## src/rtl/ghost_chase_ai.sv

```systemverilog
// Ghost direction source: every MOVE_PERIOD cycles, chooses one move toward a target (CHASE/SCATTER) or a pseudo-random move (FRIGHT).
// Latency: the direction strobe appears on dir one cycle after the internal tick and lasts for one cycle.
// Backpressure: none. enable=0 freezes the timers and forces dir=0. A frighten pulse is accepted on any cycle.
// Ports: clk/reset (sync, active-high), enable, frighten, ghost_x/ghost_y, pac_x/pac_y -> dir (0 none,1 up,2 down,3 left,4 right), mode (0 SCATTER,1 CHASE,2 FRIGHT).
module ghost_chase_ai #(
  parameter logic [19:0] MOVE_PERIOD   = 20'd500000,
  parameter logic [7:0]  SCATTER_STEPS = 8'd28,
  parameter logic [7:0]  CHASE_STEPS   = 8'd80,
  parameter logic [7:0]  FRIGHT_STEPS  = 8'd40,
  parameter logic [7:0]  SCATTER_X     = 8'd2,
  parameter logic [6:0]  SCATTER_Y     = 7'd1,
  parameter logic [7:0]  LFSR_SEED     = 8'hA5
) (
  input  logic       clk,
  input  logic       reset,
  input  logic       enable,
  input  logic       frighten,
  input  logic [7:0] ghost_x,
  input  logic [6:0] ghost_y,
  input  logic [7:0] pac_x,
  input  logic [6:0] pac_y,
  output logic [2:0] dir,
  output logic [1:0] mode
);

  typedef enum logic [1:0] {M_SCATTER = 2'd0, M_CHASE = 2'd1, M_FRIGHT = 2'd2} mode_e;

  mode_e       mode_q, mode_d;
  logic [19:0] tick_cnt_q;
  logic [7:0]  step_cnt_q, step_cnt_d;
  logic [2:0]  dir_q, last_dir_q;
  logic        rev_pend_q;
  logic [7:0]  lfsr_q;
  logic        tick, mode_chg;
  logic [2:0]  chosen;

  function automatic logic [2:0] rev_dir(input logic [2:0] d);
    case (d)
      3'd1:    rev_dir = 3'd2;
      3'd2:    rev_dir = 3'd1;
      3'd3:    rev_dir = 3'd4;
      3'd4:    rev_dir = 3'd3;
      default: rev_dir = 3'd0;
    endcase
  endfunction

  assign tick = enable && (tick_cnt_q == MOVE_PERIOD - 20'd1);

  // Target deltas. Operands are zero-extended so the differences are exact signed values.
  logic [7:0]        tgt_x;
  logic [6:0]        tgt_y;
  logic signed [8:0] dx;
  logic signed [7:0] dy;
  logic [8:0]        adx;
  logic [7:0]        ady;
  logic [2:0]        x_dir, y_dir, prim, sec, chase_dir, cand, fright_dir;
  logic              x_prim;

  assign tgt_x  = (mode_q == M_CHASE) ? pac_x : SCATTER_X;
  assign tgt_y  = (mode_q == M_CHASE) ? pac_y : SCATTER_Y;
  assign dx     = $signed({1'b0, tgt_x}) - $signed({1'b0, ghost_x});
  assign dy     = $signed({1'b0, tgt_y}) - $signed({1'b0, ghost_y});
  assign adx    = dx[8] ? (~dx + 9'd1) : dx;
  assign ady    = dy[7] ? (~dy + 8'd1) : dy;
  assign x_dir  = (dx == 9'sd0) ? 3'd0 : (dx[8] ? 3'd3 : 3'd4);
  assign y_dir  = (dy == 8'sd0) ? 3'd0 : (dy[7] ? 3'd1 : 3'd2);
  // When the magnitudes tie, x is the primary axis. When both deltas are zero, prim is 0.
  assign x_prim = (adx >= {1'b0, ady});
  assign prim   = x_prim ? x_dir : y_dir;
  assign sec    = x_prim ? y_dir : x_dir;
  // A blocked reversal falls back to the other axis. sec is 0 when that axis is already aligned.
  assign chase_dir = (prim == rev_dir(last_dir_q)) ? sec : prim;

  assign cand       = {1'b0, lfsr_q[1:0]} + 3'd1;
  assign fright_dir = (cand != rev_dir(last_dir_q)) ? cand :
                      (cand == 3'd4) ? 3'd1 : cand + 3'd1;

  always_comb begin
    chosen = chase_dir;
    if (rev_pend_q)              chosen = rev_dir(last_dir_q);
    else if (mode_q == M_FRIGHT) chosen = fright_dir;
  end

  // Mode FSM: state register
  always_ff @(posedge clk) begin
    if (reset) begin
      mode_q     <= M_SCATTER;
      step_cnt_q <= 8'd0;
    end else begin
      mode_q     <= mode_d;
      step_cnt_q <= step_cnt_d;
    end
  end

  // Mode FSM: next state. A frighten pulse overrides a same-cycle tick transition.
  always_comb begin
    mode_d     = mode_q;
    step_cnt_d = step_cnt_q;
    mode_chg   = 1'b0;
    if (frighten) begin
      mode_d     = M_FRIGHT;
      step_cnt_d = 8'd0;
      mode_chg   = (mode_q != M_FRIGHT);
    end else if (tick) begin
      case (mode_q)
        M_SCATTER: if (step_cnt_q == SCATTER_STEPS - 8'd1) mode_d = M_CHASE;
        M_CHASE:   if (step_cnt_q == CHASE_STEPS - 8'd1)   mode_d = M_SCATTER;
        M_FRIGHT:  if (step_cnt_q == FRIGHT_STEPS - 8'd1)  mode_d = M_CHASE;
        default:   mode_d = M_SCATTER;
      endcase
      mode_chg   = (mode_d != mode_q);
      step_cnt_d = mode_chg ? 8'd0 : step_cnt_q + 8'd1;
    end
  end

  // Mode FSM: outputs
  always_comb begin
    mode = mode_q;
    dir  = dir_q;
  end

  // Timing, strobe, reversal and LFSR datapath
  always_ff @(posedge clk) begin
    if (reset) begin
      tick_cnt_q <= 20'd0;
      dir_q      <= 3'd0;
      last_dir_q <= 3'd0;
      rev_pend_q <= 1'b0;
      lfsr_q     <= LFSR_SEED;
    end else begin
      // Fibonacci LFSR with taps 8,6,5,4. It runs continuously, regardless of enable.
      lfsr_q <= {lfsr_q[6:0], lfsr_q[7] ^ lfsr_q[5] ^ lfsr_q[4] ^ lfsr_q[3]};
      if (enable) tick_cnt_q <= tick ? 20'd0 : tick_cnt_q + 20'd1;
      dir_q <= tick ? chosen : 3'd0;
      if (tick && (chosen != 3'd0)) last_dir_q <= chosen;
      // A mode change on the tick cycle re-arms the reversal for the following strobe.
      if (mode_chg)                rev_pend_q <= 1'b1;
      else if (tick && rev_pend_q) rev_pend_q <= 1'b0;
    end
  end

endmodule
```

## config.mk

```make
export PLATFORM = sky130hd
export DESIGN_NAME = ghost_chase_ai
export DESIGN_NICKNAME = d
export VERILOG_FILES = /design/src/rtl/ghost_chase_ai.sv
export SDC_FILE = /design/constraint.sdc
export NUM_CORES = 1
export LEC_CHECK = 0
export CORE_ASPECT_RATIO = 0.9
export CORE_MARGIN = 1.5
export CORE_UTILIZATION = 40
export CTS_CLUSTER_SIZE = 8
export DETAILED_ROUTE_END_ITERATION = 12
export PLACE_DENSITY_LB_ADDON = 0.3
export REMOVE_ABC_BUFFERS = 1
export SKIP_LAST_GASP = 1
export SYNTH_ARGS = -nofsm -noshare
export SYNTH_HDL_FRONTEND = slang
export SYNTH_SLANG_ARGS = --single-unit
```

## constraint.sdc

```tcl
create_clock -name clk -period 10.1 [get_ports clk]
set_input_delay 1.515 -clock clk [delete_from_list [all_inputs] [get_ports clk]]
set_output_delay 1.515 -clock clk [all_outputs]
set_load 0.01 [all_outputs]
```

## Word level (Yosys, flattened, before mapping)

Index checks and enable logic that the tools add are counted.

| storage, ports and cells | value |
|---|---|
| flip-flop bits (word level) | 45 |
| bits in latches | 0 |
| memory bits (writable) | 0 |
| bits in read-only memories | 0 |
| bits of input ports | 34 |
| output and inout bits | 5 |
| logic and storage cells | 79 |
| memories | 0 |

| cells by class | value |
|---|---|
| $add $sub $neg | 8 |
| $mul | 0 |
| divide/modulo/power cells | 0 |
| $lt $le $gt $ge | 1 |
| eq/ne operators | 15 |
| shift operators | 0 |
| multiplexer cells | 30 |
| bitwise operators | 6 |
| reduce and logical (&&, ||, !) cells | 11 |

Operators by type and width:

| cell | number |
|---|---|
| $mux 3 | 9 |
| $mux 8 | 3 |
| $add 20x1->20 const B | 1 |
| $eq 20x19->1 const B | 1 |
| $mux 20 | 1 |
| $mux 2 | 9 |
| $add 8x1->8 const B | 2 |
| $pmux 3 s4 | 1 |
| $add 9x1->9 const B | 1 |
| $ge 9x8->1 | 1 |
| $logic_not 9->1 | 1 |
| $mux 9 | 1 |
| $not 9->9 | 1 |
| $sub 8x8->9 | 1 |
| $eq 8x5->1 const B | 1 |
| $eq 8x6->1 const B | 1 |
| $eq 8x7->1 const B | 1 |
| $logic_not 8->1 | 1 |
| $not 8->8 | 1 |
| $sub 7x7->8 | 1 |
| $mux 7 | 1 |
| $eq 3x2->1 const B | 2 |
| $eq 3x3->1 const B | 2 |
| $pmux 2 s3 | 1 |
| other kinds (17) | 26 |

## Depth between registers and ports, before layout

Gate-level depths: netlist (run 1).

| depth | value |
|---|---|
| depth after elaboration | 14 |
| gate-level depth with buffers | 23 |
| depth with buffers taken out | 21 |

## Worst setup path after synthesis (run 1)

OpenSTA, ideal clock, no wires.

| timing path | value |
|---|---|
| path kind | input -> register |
| from | input pac_x[0] |
| to | register last_dir_q[0] |
| library setup time | 0.114 ns |
| arrival time | 5.522 ns |
| data required time | 9.986 ns |
| setup slack | 4.464 ns |
| stages on the path | 19 |
| path buffers | 1 |
| path through | nand2_1 > ha_1 > fa_1 > nand2b_1 > a21o_1 > a21oi_1 > or2_2 > clkbuf_1 > nor2_1 > xnor2_1 > ha_1 > or3_1 > a31o_2 > a311oi_1 > a32oi_2 > mux2i_1 > a221o_1 > and2_2 > a21o_1 |

| between the ends | value |
|---|---|
| word-level cells in the longest chain between the ends | 13 |
| elaborated cells on any way between the ends | 17 |
| those cells by class | 2 x add/sub; 1 x order compare; 1 x eq/ne; 9 x mux; 1 x bitwise; 3 x reduce/logical |

Ends and longest elaborated chain:

| element | RTL line | source |
|---|---|---|
| start: declaration | 20 | `input logic [7:0] pac_x,` |
| $mux 8 * | 59 | `assign tgt_x = (mode_q == M_CHASE) ? pac_x : SCATTER_X;` |
| $sub 8x8->9 * | 61 | `assign dx = $signed({1'b0, tgt_x}) - $signed({1'b0, ghost_x});` |
| $not 9->9 | 63 | `assign adx = dx[8] ? (~dx + 9'd1) : dx;` |
| $add 9x1->9 | 63 |  |
| $mux 9 | 63 |  |
| $ge 9x8->1 | 68 | `assign x_prim = (adx >= {1'b0, ady});` |
| $mux 3 | 69 | `assign prim = x_prim ? x_dir : y_dir;` |
| $eq 3x3->1 | 72 | `assign chase_dir = (prim == rev_dir(last_dir_q)) ? sec : prim;` |
| $mux 3 * | 72 |  |
| $mux 3 * | 81 | `else if (mode_q == M_FRIGHT) chosen = fright_dir;` |
| $mux 3 * | 80 | `if (rev_pend_q) chosen = rev_dir(last_dir_q);` |
| $reduce_bool 3->1 | 135 | `if (tick && (chosen != 3'd0)) last_dir_q <= chosen;` |
| $logic_and 1x1->1 | 135 |  |
| end signal: assignment | 135 |  |
| end: declaration | 31 | `logic [2:0] dir_q, last_dir_q;` |

Every way passes the cells marked *; elsewhere a longest branch is shown, timed or not.
A chain may end at the register's enable or synchronous reset.

## Final worst setup path (run 1)

| timing path | value |
|---|---|
| from | input pac_x[0] |
| to | register last_dir_q[1] |

Same word-level chain as after synthesis.

==> qor.yml, run 1 <==
synthAdderAreaFrac_pct: 11.2
grt_max_degree: 20
muxShareOfSynthArea_pct: 1.62
drive_above_1_share_pct: 6.46
async_flop_share_pct: 0
drt_iter0_markers: 141
cp.required_ps: 10350
ys.warnings.count: 0
antenna_found_initial: 0
yosys.area_share.xor_xnor_pct: 10.7
ys_top_cells_by_area: "dfxtp_1, ha_1, xor2_1"
cts_tree: "done"
status: "complete, no violations"
cts_hold_buf: 0
routed-via-count: 3318
drtAntennaViolNets: 0
clock_path_buffers: 2
synth_edf_count: 0
dp_hpwl_um: 6360
synth_compound_area_share_pct: 17.9
antenna_cells: 0
dp_worst_setup_slack_ps: 3510
grt_pass1_wl_um: 14700
grt.overflow.total: 0
drcViolationCount: 0
clk_latency_ps: 300
fin_crit_sh_pct: 63.2
tns_ps: 0
synth_top_family_by_area: "simple AND/OR/NAND/NOR gates"
rsz0062_at_grt: "false"
ir_drop_mv: 0.0823
initial_core_util_pct: 40.9
gp_congestion: 0.893
area_growth_pct: 15.7
cts_num_sinks: 45
setup_ws_ps: 3720
ys_ff_latch: 45
worstSetupPathType: "in -> reg"
nNetsFinal: 576
io_pins: 39
hold_violations: 0
max_cap_violations: 0
grtUsageTotal_pct: 17.8
avgSynthCellArea_um2: 7.72
dr.pass1.iters: 4
synth_top_area_cell: "dfxtp_1"
grt_pass1_vias: 3163
setup_viol: 0
yosysTopAreaCellShare_pct: 24.3
wl_um: 8160
syn_area_mm2: 0.00370
root_buffer: "clkbuf_8"
finalMaxSlewViolations: 0
min_path_type: "reg -> reg"
power_per_cell_area_mw_per_mm2: 92.9
drt-vias-per-instance: 5.24
finClkSkew_ps: 2.23
crit_path_end_kind: "flop"
netlist_instances: 479
fin_util_pct: 47.4
synthFlopType: "dfxtp_1"
relSlewSlack_pct: 45.2
numCtsBuffers: 5
tightest_slew_ps: 819
clk_pin_slew_worst_paths_ps: 90
rows: 33
crit_arrival_ps: 6630
ys_seq_area_share_pct: 24.3
worst-path-max-fanout: 7
period_minus_slack_ps: 6380
max_freq_ghz: 0.157
cts_resized: 0
portBuffers: 38
die_area_mm2: 0.00984
synth-simple-area-share_pct: 30.4
p_leak_nw: 1.74
wl_per_cell_um: 12.9
coreArea_mm2: 0.00904
post_cts_buffers: 0
htree_levels: 2
die_h_um: 94.2
worstSetupStartpointType: "input pin"
die_w_um: 104
yosysUniqueCellTypes: 63
==> layer usage <==
metal	vias up	track usage (%)	part of all wire, %	wire (um)
met5	-	0	0	0
met1	1497	25.1	52	4230
met2	58	28.1	43	3520
met3	12	2.77	3.5	288
met4	0	4.98	1.5	124
li1	1751	-	-	-
==> final timing paths <==
| path | slack (ps) | cells past startpoint | startpoint | to |
|---|---|---|---|---|
| max reg2reg | 4530 | 22 | mode[0]$_SDFFE_PP0P_ | last_dir_q[1]$_SDFFE_PP0P_ |
| max | 3720 | 21 | pac_x[0] | last_dir_q[1]$_SDFFE_PP0P_ |
| min | 430 | 1 | lfsr_q[6]$_SDFF_PP0_ | lfsr_q[7]$_SDFF_PP1_ |
| min reg2reg | 430 | 1 | lfsr_q[6]$_SDFF_PP0_ | lfsr_q[7]$_SDFF_PP1_ |
==> cells by family after synthesis <==
kind of cell | after synthesis
and+or+nand+nor | 217
DFF | 45
xor gates and xnor gates | 45
muxes | 6
AOI/OAI and AO/OA | 97
adders and majority gates | 32
buffers and inverters | 37
==> placed cells by master (no fill, tap or decap), types with 3 or more instances in the layout <==
master,n
nand4_1,10
nor2_1,60
o21ai_0,24
a211oi_1,3
ha_1,30
o21a_1,5
nand3_1,11
or3_1,7
a21oi_1,23
or3b_2,3
nor4_1,6
a21o_1,4
nor3_1,9
dfxtp_1,45
and2_1,18
and3_1,5
xnor2_1,14
nand3b_1,5
o211ai_1,3
nand2b_1,8
a31oi_1,5
xor2_1,31
inv_1,21
clkbuf_8,5
or2_2,9
mux2i_1,6
nand2_1,41
clkdlybuf4s50_1,38
nor2b_1,12
==> worst max-delay path, cell delays in order <==
cell	delay (ps)
clkdlybuf4s50_1	460
nand2_1	50
ha_1	220
fa_1	400
nand2b_1	220
a21oi_1	180
xor2_1	420
nor3_1	120
a31oi_1	230
xor2_1	230
ha_1	280
a21oi_1	140
o21ai_0	130
a31oi_1	490
nand2_1	170
o221ai_1	300
a32oi_2	120
mux2i_1	150
a221o_1	360
nor4_2	290
a211o_1	170
==> sequential cells by signal (all words and copies together), names as in the netlist <==
signal / count
step_cnt_q: 8
mode: 2
rev_pend_q: 1
lfsr_q: 8
dir: 3
tick_cnt_q: 20
last_dir_q: 3
==> report_power, final <==
| part | leakage, nW | internal [W] | switching (W) | total, W |
|---|---|---|---|---|
| sequential | 0.366 | 0.000182 | 0.00000418 | 0.000186 |
| clock | 0.0445 | 0.0000492 | 0.0000654 | 0.000115 |
| combinational | 1.33 | 0.0000468 | 0.0000507 | 0.0000975 |
| total | 1.74 | 0.000277 | 0.000120 | 0.000398 |
==> cell type report <==
class / count / area [um^2]
Clock buffer: 5 / 68.8
Clock inverter: 3 / 21.3
Fill cell: 902 / 4760
Inverter: 21 / 78.8
Multi-Input combinational cell: 397 / 2660
Sequential cell: 45 / 901
Tap cell: 122 / 153
Timing Repair Buffer: 40 / 395
==> per-stage QoR <==
stage	total power [W]	hold WS, ps	cell area (um^2)	std cells
6_report	0.000398	425	4280	633
3_5_place_dp	0.000287	407	4190	625
2_1_floorplan	0.000257	389	3640	463
5_1_grt	0.000425	455	4280	633
4_1_cts	0.000403	432	4280	633
3_3_place_gp	0.000285	396	4190	625
==> cell usage after synthesis, drive strengths merged, types with 6 or more instances <==
master	n
and2	20
inv	21
nand2	41
or3	8
xnor2	14
nor3	9
nand2b	8
nor2b	12
nor4	8
nor2	61
xor2	31
o21ai	25
clkbuf	12
nand4	10
a21oi	23
nand3	11
dfxtp	45
mux2i	6
or2	10
ha	30
(Power assumes the default switching activity.)
==> inputs of run 2 (changes only) <==
- clock period: 10.1 -> 5.9 ns (I/O delays scaled with it)
==> run 2 against run 1 <==
Clock skew is 6.7 ps higher; non-clock buffer count is 3 higher; flip-flop and latch count did not move; cell count up 0.47%; via count increased by 0.24%; cell area up 0.82%; die area stayed put; clock power up 68%; sequential power rose by 71%; critical endpoint is now last_dir_q[2]$_SDFFE_PP0P_.
==> qor.yml, run 2 (synthesis results as in run 1) <==
status: "complete, no violations"
setup_viol: 0
area_growth_pct: 16.7
tightest_slew_ps: 635
reg2reg_to: "last_dir_q[2]$_SDFFE_PP0P_"
routed-via-count: 3326
routed-wl-met3_um: 230
htree_levels: 2
rsz0062_at_grt: "false"
grt_pass1_vias: 3122
min_path_type: "reg -> reg"
cp.required_ps: 6150
p_leak_nw: 1.75
portBuffers: 38
r2r_cells: 22
io_pins: 39
root_buffer: "clkbuf_8"
cts_num_sinks: 45
numCtsBuffers: 5
die_h_um: 94.2
rows: 33
drt-vias-per-instance: 5.23
tns_ps: 0
initial_core_util_pct: 40.9
antenna_found_initial: 0
fin_crit_sh_pct: 92.1
worstSetupPathType: "in -> reg"
grt_pass1_wl_um: 13900
holdPathEnd: "lfsr_q[7]$_SDFF_PP1_"
holdCritStartpoint: "lfsr_q[6]$_SDFF_PP0_"
fillCellCount: 868
layout_common_cells: "nor2_1, dfxtp_1, nand2_1"
gp_congestion: 0.829
regMostFlops: "tick_cnt_q"
drive_above_1_share_pct: 7.39
cts_tree: "done"
die_w_um: 104
drcViolationCount: 0
coreArea_mm2: 0.00904
finClkSkew_ps: 8.95
relSlewSlack_pct: 57.5
antenna_cells: 0
reg_top3: "tick_cnt_q: 20 flops, lfsr_q: 8 flops, step_cnt_q: 8 flops"
crit_arrival_ps: 5680
min_path_cells: 1
power_per_cell_area_mw_per_mm2: 158
clock_path_buffers: 2
drt_iter0_markers: 115
nNetsFinal: 579
grtUsageTotal_pct: 16.7
final_common_cell: "nor2_1"
multi_input_area_mm2: 0.00268
r2r_setup_slack_ps: 650
ff_latch_area_um2: 901
finalMaxSlewViolations: 0
crit_path_end_kind: "flop"
max_freq_ghz: 0.184
grt.overflow.total: 0
worst-path-max-fanout: 6
wl_um: 7930
placed_cell_area_mm2: 0.00421
clk_pin_slew_worst_paths_ps: 90
period_minus_slack_ps: 5430
post_cts_buffers: 0
m1WireLength_um: 4150
hold_violations: 0
wl_met2_um: 3500
die_area_mm2: 0.00984
wl_per_cell_um: 12.5
regToRegStartpoint: "mode[0]$_SDFFE_PP0P_"
worstSetupStartpointType: "input pin"
fin_area_mm2: 0.00432
highest_layer: "met4"
ir_drop_mv: 0.138
largest_reg_flops: 20
clk_latency_ps: 300
drtAntennaViolNets: 0
dp_hpwl_um: 6210
dr.pass1.iters: 4
max_cap_violations: 0
grt_max_degree: 20
## run 2: cell types whose count changed in the layout (fill, tap and decap cells not counted), sizes merged
cell,before,now
buf,2,5
## run 2: metrics by stage
stage / utilization (%) / instances / hold WS [ps] / power, W / worst slack [ps]
2_1_floorplan: - / 463 / 389 / 0.000439 / 882
3_3_place_gp: 46.6 / 628 / 392 / 0.000489 / 124
3_5_place_dp: 46.6 / 628 / 394 / 0.000491 / 136
4_1_cts: 47.6 / 636 / 417 / 0.000687 / 415
5_1_grt: 47.7 / 636 / 422 / 0.000724 / 73.1
6_report: 47.7 / 636 / 414 / 0.000681 / 468
## run 2: area by class of cell
| type | instances | share of cell area [%] |
|---|---|---|
| repair buffers | 43 | 9.68 |
| clock inverters | 3 | 0.493 |
| clock buffers | 5 | 1.59 |
| flip-flops and latches | 45 | 20.9 |
| multi-input cells | 397 | 62.0 |
| inverters | 21 | 1.83 |
| well taps | 122 | 3.54 |
## run 2: worst max-delay path, cell delays in order
cell	delay (ps)
clkdlybuf4s50_1	450
nand2_1	50
ha_1	200
fa_1	390
nand2b_1	200
a21oi_1	170
xor2_1	160
a2111oi_4	490
nor2_1	100
xnor2_1	140
ha_1	280
nand2_1	60
nor3_1	320
a31o_2	280
nor4_1	80
a311oi_2	300
a32oi_2	180
mux2i_1	140
a221o_1	360
nor4_2	270
a211o_1	160
## run 2: repair_timing
item                                    4_1_cts  5_1_grt
gates resized for setup                       0        2
hold buffers                                  0        0
endpoints found under the setup margin        0        2
## run 2: worst max path at each step
stage	from	end	slack, ps
2_1_floorplan	mode[0]$_SDFFE_PP0P_	last_dir_q[0]$_SDFFE_PP0P_	880
3_3_place_gp	pac_x[0]	last_dir_q[1]$_SDFFE_PP0P_	120
3_5_place_dp	pac_x[0]	last_dir_q[2]$_SDFFE_PP0P_	140
4_1_cts	pac_x[0]	last_dir_q[2]$_SDFFE_PP0P_	410
5_1_grt	pac_x[0]	last_dir_q[2]$_SDFFE_PP0P_	70
6_report	pac_x[0]	last_dir_q[2]$_SDFFE_PP0P_	470
## run 2: report_power, final
part	total (W)	switching [W]	internal, W
logic	0.000169	0.0000885	0.0000810
clock network	0.000193	0.000109	0.0000841
registers	0.000318	0.00000732	0.000311
total	0.000681	0.000205	0.000476
## run 2: metal layers
metal	GRT usage [%]	up-vias
met3	2.77	4
met1	22.8	1520
met2	27.6	50
met5	0	-
li1	-	1752
met4	3.59	0
==> inputs of run 3 (changes only) <==
- GPL_ROUTABILITY_DRIVEN: default -> 0
==> run 3 against run 2 <==
Clock-buffer cell count increased by 2; utilization increased by 0.21 points; non-clock buffer count decreased by 1; flip-flop and latch count unchanged; sequential power about the same; setup slack got worse by 2.2 ps; cell count decreased by 0.16%; cell area increased by 0.43%; global-route usage decreased by 0.28 points; combinational power about the same.
==> qor.yml, run 3 (synthesis results as in run 1) <==
coreArea_mm2: 0.00904
finalMaxSlewViolations: 0
root_buffer: "clkbuf_8"
numCtsBuffers: 5
die_w_um: 104
drive_above_1_share_pct: 7.02
finish.cell_count_without_fillers: 635
m1WireLength_um: 4090
dp_cells: 627
grt_pass1_wl_um: 13600
highest_layer: "met4"
cp.required_ps: 6140
setup_viol: 0
crit_chain: "clkdlybuf4s50_1 -> nand2_1 -> ha_1 -> fa_1 -> nand2b_1 -> a21oi_1 -> xor2_1 -> a2111oi_4 -> nor2_1 -> xnor2_1 -> ha_1 -> nand2_1 -> nor3_1 -> a31o_2 -> nor4_1 -> a311oi_2 -> a32oi_2 -> mux2i_1 -> a221o_1 -> nor4_2 -> a211o_1"
initial_core_util_pct: 40.9
die_area_mm2: 0.00984
antenna_found_initial: 0
period_minus_slack_ps: 5430
dp_hpwl_um: 5930
final_common_cell: "nor2_1"
crit_path_end_kind: "flop"
reg_top3: "tick_cnt_q: 20 flops, lfsr_q: 8 flops, step_cnt_q: 8 flops"
cpLargestDelayFamily: "compound AO/OA/AOI/OAI gates"
antenna_cells: 0
clock_path_buffers: 2
setup_ws_ps: 466
wl_um: 7790
fin_crit_sh_pct: 92.1
routed-via-count: 3349
max_stage_delay_ps: 470
portBuffers: 38
grt.overflow.total: 0
critical_path_buf_inv_count: 1
grt_pass1_vias: 3096
worstSetupStartpointType: "input pin"
rows: 33
finClkSkew_ps: 5.98
hold_violations: 0
power_per_cell_area_mw_per_mm2: 168
wl_met2_um: 3360
nNetsFinal: 578
relSlewSlack_pct: 55.9
worstSetupPathType: "in -> reg"
ir_drop_mv: 0.172
clk_pin_slew_worst_paths_ps: 80
grt_max_degree: 20
clk_latency_ps: 300
max_cap_violations: 0
cpMaxStageDelayCell: "a2111oi_4"
area_growth_pct: 17.2
layout_common_cells: "nor2_1, dfxtp_1, nand2_1"
dr.pass1.iters: 4
regMostFlops: "tick_cnt_q"
largest_reg_flops: 20
rsz0062_at_grt: "false"
dp_worst_setup_slack_ps: 162
tns_ps: 0
p_leak_nw: 1.76
die_h_um: 94.2
routed-wl-met3_um: 273
io_pins: 39
drcViolationCount: 0
drt_iter0_markers: 189
drtAntennaViolNets: 0
placed_cell_area_mm2: 0.00421
cts_tree: "done"
tightest_slew_ps: 660
min_path_type: "reg -> reg"
grtUsageTotal_pct: 16.4
htree_levels: 2
status: "complete, no violations"
wl_per_cell_um: 12.3
fin_area_mm2: 0.00434
max_freq_ghz: 0.184
crit_arrival_ps: 5680
cts_num_sinks: 45
cts_hold_buf: 0
drt-vias-per-instance: 5.27
worst-path-max-fanout: 6
run 3: changes by cell type in the layout (fill, tap and decap cells not counted), sizes merged:
cell / previous run / this run
clkinvlp: 1 / 0
clkbuf: 5 / 7
inv: 22 / 21
bufinv: 0 / 1
buf: 5 / 4
clkinv: 1 / 0
run 3: stage by stage:
step	hold slack, ps	power [W]	util [%]
after floorplan	389	0.000439	-
after global placement	396	0.000488	46.5
after detailed placement	401	0.000490	46.5
after CTS	421	0.000734	47.8
after global routing	446	0.000770	47.9
final	420	0.000727	47.9
run 3: worst register-to-register path: stages (launching register included):
cell and delay [ps]:
dfxtp_1 450, nor2b_1 160, buf_4 210, nand2_1 90
ha_1 210, fa_1 400, nand2b_1 200, a21oi_1 170
xor2_1 160, a2111oi_4 470, nor2_1 100, xnor2_1 140
ha_1 280, nand2_1 60, nor3_1 320, a31o_2 290
nor4_1 80, a311oi_2 300, a32oi_2 180, mux2i_1 150
a221o_1 350, nor4_2 280, a211o_1 170
run 3: repair_timing:
item / 4_1_cts / 5_1_grt
buffers inserted: 0 / 0
setup endpoints to repair: 0 / 2
gates resized for setup: 0 / 2
hold endpoints to repair: 0 / 0
run 3: per-layer routing:
layer / global-route usage [%] / vias up
met5: 0 / -
met3: 2.77 / 8
li1: - / 1757
met1: 22.7 / 1523
met4: 4.75 / 0
met2: 26.1 / 61
run 3: worst paths after layout:
path	from	end	slack, ps	cells past startpoint
max	pac_x[0]	last_dir_q[1]$_SDFFE_PP0P_	470	21
min	lfsr_q[6]$_SDFF_PP0_	lfsr_q[7]$_SDFF_PP1_	420	1
max reg2reg	mode[0]$_SDFFE_PP0P_	last_dir_q[1]$_SDFFE_PP0P_	660	22
min reg2reg	lfsr_q[6]$_SDFF_PP0_	lfsr_q[7]$_SDFF_PP1_	420	1
run 3: cell type report:
| cell class | count | area (um^2) |
|---|---|---|
| Clock inverter | 1 | 30.0 |
| Multi-Input combinational cell | 397 | 2680 |
| Inverter | 21 | 78.8 |
| Fill cell | 876 | 4710 |
| Tap cell | 122 | 153 |
| Clock buffer | 7 | 86.3 |
| Timing Repair Buffer | 42 | 410 |
| Sequential cell | 45 | 901 |
run 3: power by group:
| part | leakage, nW | switching, W | internal, W |
|---|---|---|---|
| sequential | 0.366 | 0.00000741 | 0.000311 |
| clock | 0.0585 | 0.000104 | 0.000138 |
| combinational | 1.34 | 0.0000866 | 0.0000809 |
==> RTL edit, RTL diff (config.mk and constraints of run 3) <==
Add an input register stage for `enable`, `frighten`, `ghost_x`, `ghost_y`, `pac_x` and `pac_y`, with the module's reset; this delays them by one clock. Comments in the files are not updated.
--- a/src/rtl/ghost_chase_ai.sv
+++ b/src/rtl/ghost_chase_ai.sv
@@ -27,2 +27,27 @@
 
+  logic enable_q;
+  logic frighten_q;
+  logic [7:0] ghost_x_q;
+  logic [6:0] ghost_y_q;
+  logic [7:0] pac_x_q;
+  logic [6:0] pac_y_q;
+
+  always_ff @(posedge clk) begin
+    if (reset) begin
+      enable_q   <= '0;
+      frighten_q <= '0;
+      ghost_x_q  <= '0;
+      ghost_y_q  <= '0;
+      pac_x_q    <= '0;
+      pac_y_q    <= '0;
+    end else begin
+      enable_q   <= enable;
+      frighten_q <= frighten;
+      ghost_x_q  <= ghost_x;
+      ghost_y_q  <= ghost_y;
+      pac_x_q    <= pac_x;
+      pac_y_q    <= pac_y;
+    end
+  end
+
   mode_e       mode_q, mode_d;
@@ -46,3 +71,3 @@
 
-  assign tick = enable && (tick_cnt_q == MOVE_PERIOD - 20'd1);
+  assign tick = enable_q && (tick_cnt_q == MOVE_PERIOD - 20'd1);
 
@@ -58,6 +83,6 @@
 
-  assign tgt_x  = (mode_q == M_CHASE) ? pac_x : SCATTER_X;
-  assign tgt_y  = (mode_q == M_CHASE) ? pac_y : SCATTER_Y;
-  assign dx     = $signed({1'b0, tgt_x}) - $signed({1'b0, ghost_x});
-  assign dy     = $signed({1'b0, tgt_y}) - $signed({1'b0, ghost_y});
+  assign tgt_x  = (mode_q == M_CHASE) ? pac_x_q : SCATTER_X;
+  assign tgt_y  = (mode_q == M_CHASE) ? pac_y_q : SCATTER_Y;
+  assign dx     = $signed({1'b0, tgt_x}) - $signed({1'b0, ghost_x_q});
+  assign dy     = $signed({1'b0, tgt_y}) - $signed({1'b0, ghost_y_q});
   assign adx    = dx[8] ? (~dx + 9'd1) : dx;
@@ -99,3 +124,3 @@
     mode_chg   = 1'b0;
-    if (frighten) begin
+    if (frighten_q) begin
       mode_d     = M_FRIGHT;
@@ -132,3 +157,3 @@
       lfsr_q <= {lfsr_q[6:0], lfsr_q[7] ^ lfsr_q[5] ^ lfsr_q[4] ^ lfsr_q[3]};
-      if (enable) tick_cnt_q <= tick ? 20'd0 : tick_cnt_q + 20'd1;
+      if (enable_q) tick_cnt_q <= tick ? 20'd0 : tick_cnt_q + 20'd1;
       dir_q <= tick ? chosen : 3'd0;
Function: changed (Yosys sat finds a counterexample within 4 cycles, from zero or initial values and one cycle with reset high).
==> RTL edit against run 3 <==
Global-route usage grew 0.15 points; worst hold slack better by 0.0022 ns; combinational power rose by 65%; wire length rose by 24%; sequential cell count grew 32; worst setup slack better by 0.079 ns; critical endpoint is now last_dir_q[2]$_SDFFE_PP0P_; synthesized area rose by 26%; design area up 26%; clock skew is essentially flat; total power grew 96%; sequential share of layout area up 7.5 points.
==> RTL edit: results (changes against run 3) <==
\begin{tabular}{lr}
\hline
Metric & Value \\
\hline
\multicolumn{2}{l}{\textbf{Logic synthesis}} \\
Sequential-to-total area share from yosys stat & 33.1\% (+8.7 points) \\
Post-synthesis mux area share & 0.429\% (-1.2 points) \\
Compound-cell area share of the yosys netlist & 16.9\% (-1.1 points) \\
Average cell area after synthesis & 8.40 um2 (+8.8\%) \\
Xor and xnor area share after synthesis & 8.64\% (-2.0 points) \\
Synth cell types & 67 (+6.3\%) \\
\multicolumn{2}{l}{\textbf{Worst setup path}} \\
Largest stage delay on the critical path & 0.62 ns (+0.15 ns) \\
Arr. time, crit path & 5.59 ns (-0.09 ns) \\
\multicolumn{2}{l}{\textbf{Clock network}} \\
H-tree Lvls & 3 (+1) \\
Latest clock arrival within the worst-skew pair & 0.35 ns (+0.05 ns) \\
Clock-pin slew on the worst setup and hold paths & 0.06 ns (-0.02 ns) \\
\multicolumn{2}{l}{\textbf{Finish}} \\
Number of standard cells in the layout, taps in and fillers out & 748 (+18\%) \\
Share of cells above drive strength 1 & 6.59\% (-0.43 points) \\
Final instance area & 5460 um2 (+26\%) \\
Final Net Count & 653 (+13\%) \\
\multicolumn{2}{l}{\textbf{Global route}} \\
Met3 Usage GRT & 6.33\% (+3.6 points) \\
Maximum number of pins on one net before global-route repair & 51 (+160\%) \\
Wire length of the first global-routing pass & 16200 um (+19\%) \\
\multicolumn{2}{l}{\textbf{Placement}} \\
Cells after DPL & 732 (+17\%) \\
Placement-stage worst setup slack & 0.667 ns (+0.506 ns) \\
HPWL Detailed & 6970 um (+17\%) \\
\multicolumn{2}{l}{\textbf{Power}} \\
Reported leakage power & 2.17 nW (+23\%) \\
Worst voltage drop across the vdd grid & 143 uV (-17\%) \\
\multicolumn{2}{l}{\textbf{STA}} \\
Pin slew with the least headroom to its limit & 0.963 ns (+0.303 ns) \\
Maximum clock skew at final layout & 0.00622 ns (+0.000242 ns) \\
Worst hold slack & 0.423 ns (+0.00220 ns) \\
\multicolumn{2}{l}{\textbf{Drt}} \\
Iteration-0 DRC Markers & 233 (+23\%) \\
Routed met1 length & 4370 um (+6.7\%) \\
Per-cell via count in the routed design & 5.20 (-1.4\%) \\
\multicolumn{2}{l}{\textbf{Outcome}} \\
Outcome & completed \\
\hline
\end{tabular}
-- RTL edit: final cells by class --
cell class | count | share of cell area (%)
multi-input combinational | 434 | 53.4
sequential | 77 | 28.3
timing repair buffer | 40 | 7.15
clock buffer | 10 | 4.20
tap | 156 | 3.58
clock inverter | 6 | 1.74
inverter | 25 | 1.72
-- RTL edit: final timing paths --
check / startpoint / end / cells past startpoint
hold / removal: lfsr_q[6]$_SDFF_PP0_ / lfsr_q[7]$_SDFF_PP1_ / 1
setup / recovery: mode[0]$_SDFFE_PP0P_ / last_dir_q[2]$_SDFFE_PP0P_ / 21
hold reg to reg: lfsr_q[6]$_SDFF_PP0_ / lfsr_q[7]$_SDFF_PP1_ / 1
setup reg to reg: mode[0]$_SDFFE_PP0P_ / last_dir_q[2]$_SDFFE_PP0P_ / 21
-- RTL edit: where the power goes --
| part | internal (mW) | switching (mW) |
|---|---|---|
| clock network | 0.374 | 0.224 |
| logic | 0.125 | 0.151 |
| registers | 0.538 | 0.0107 |
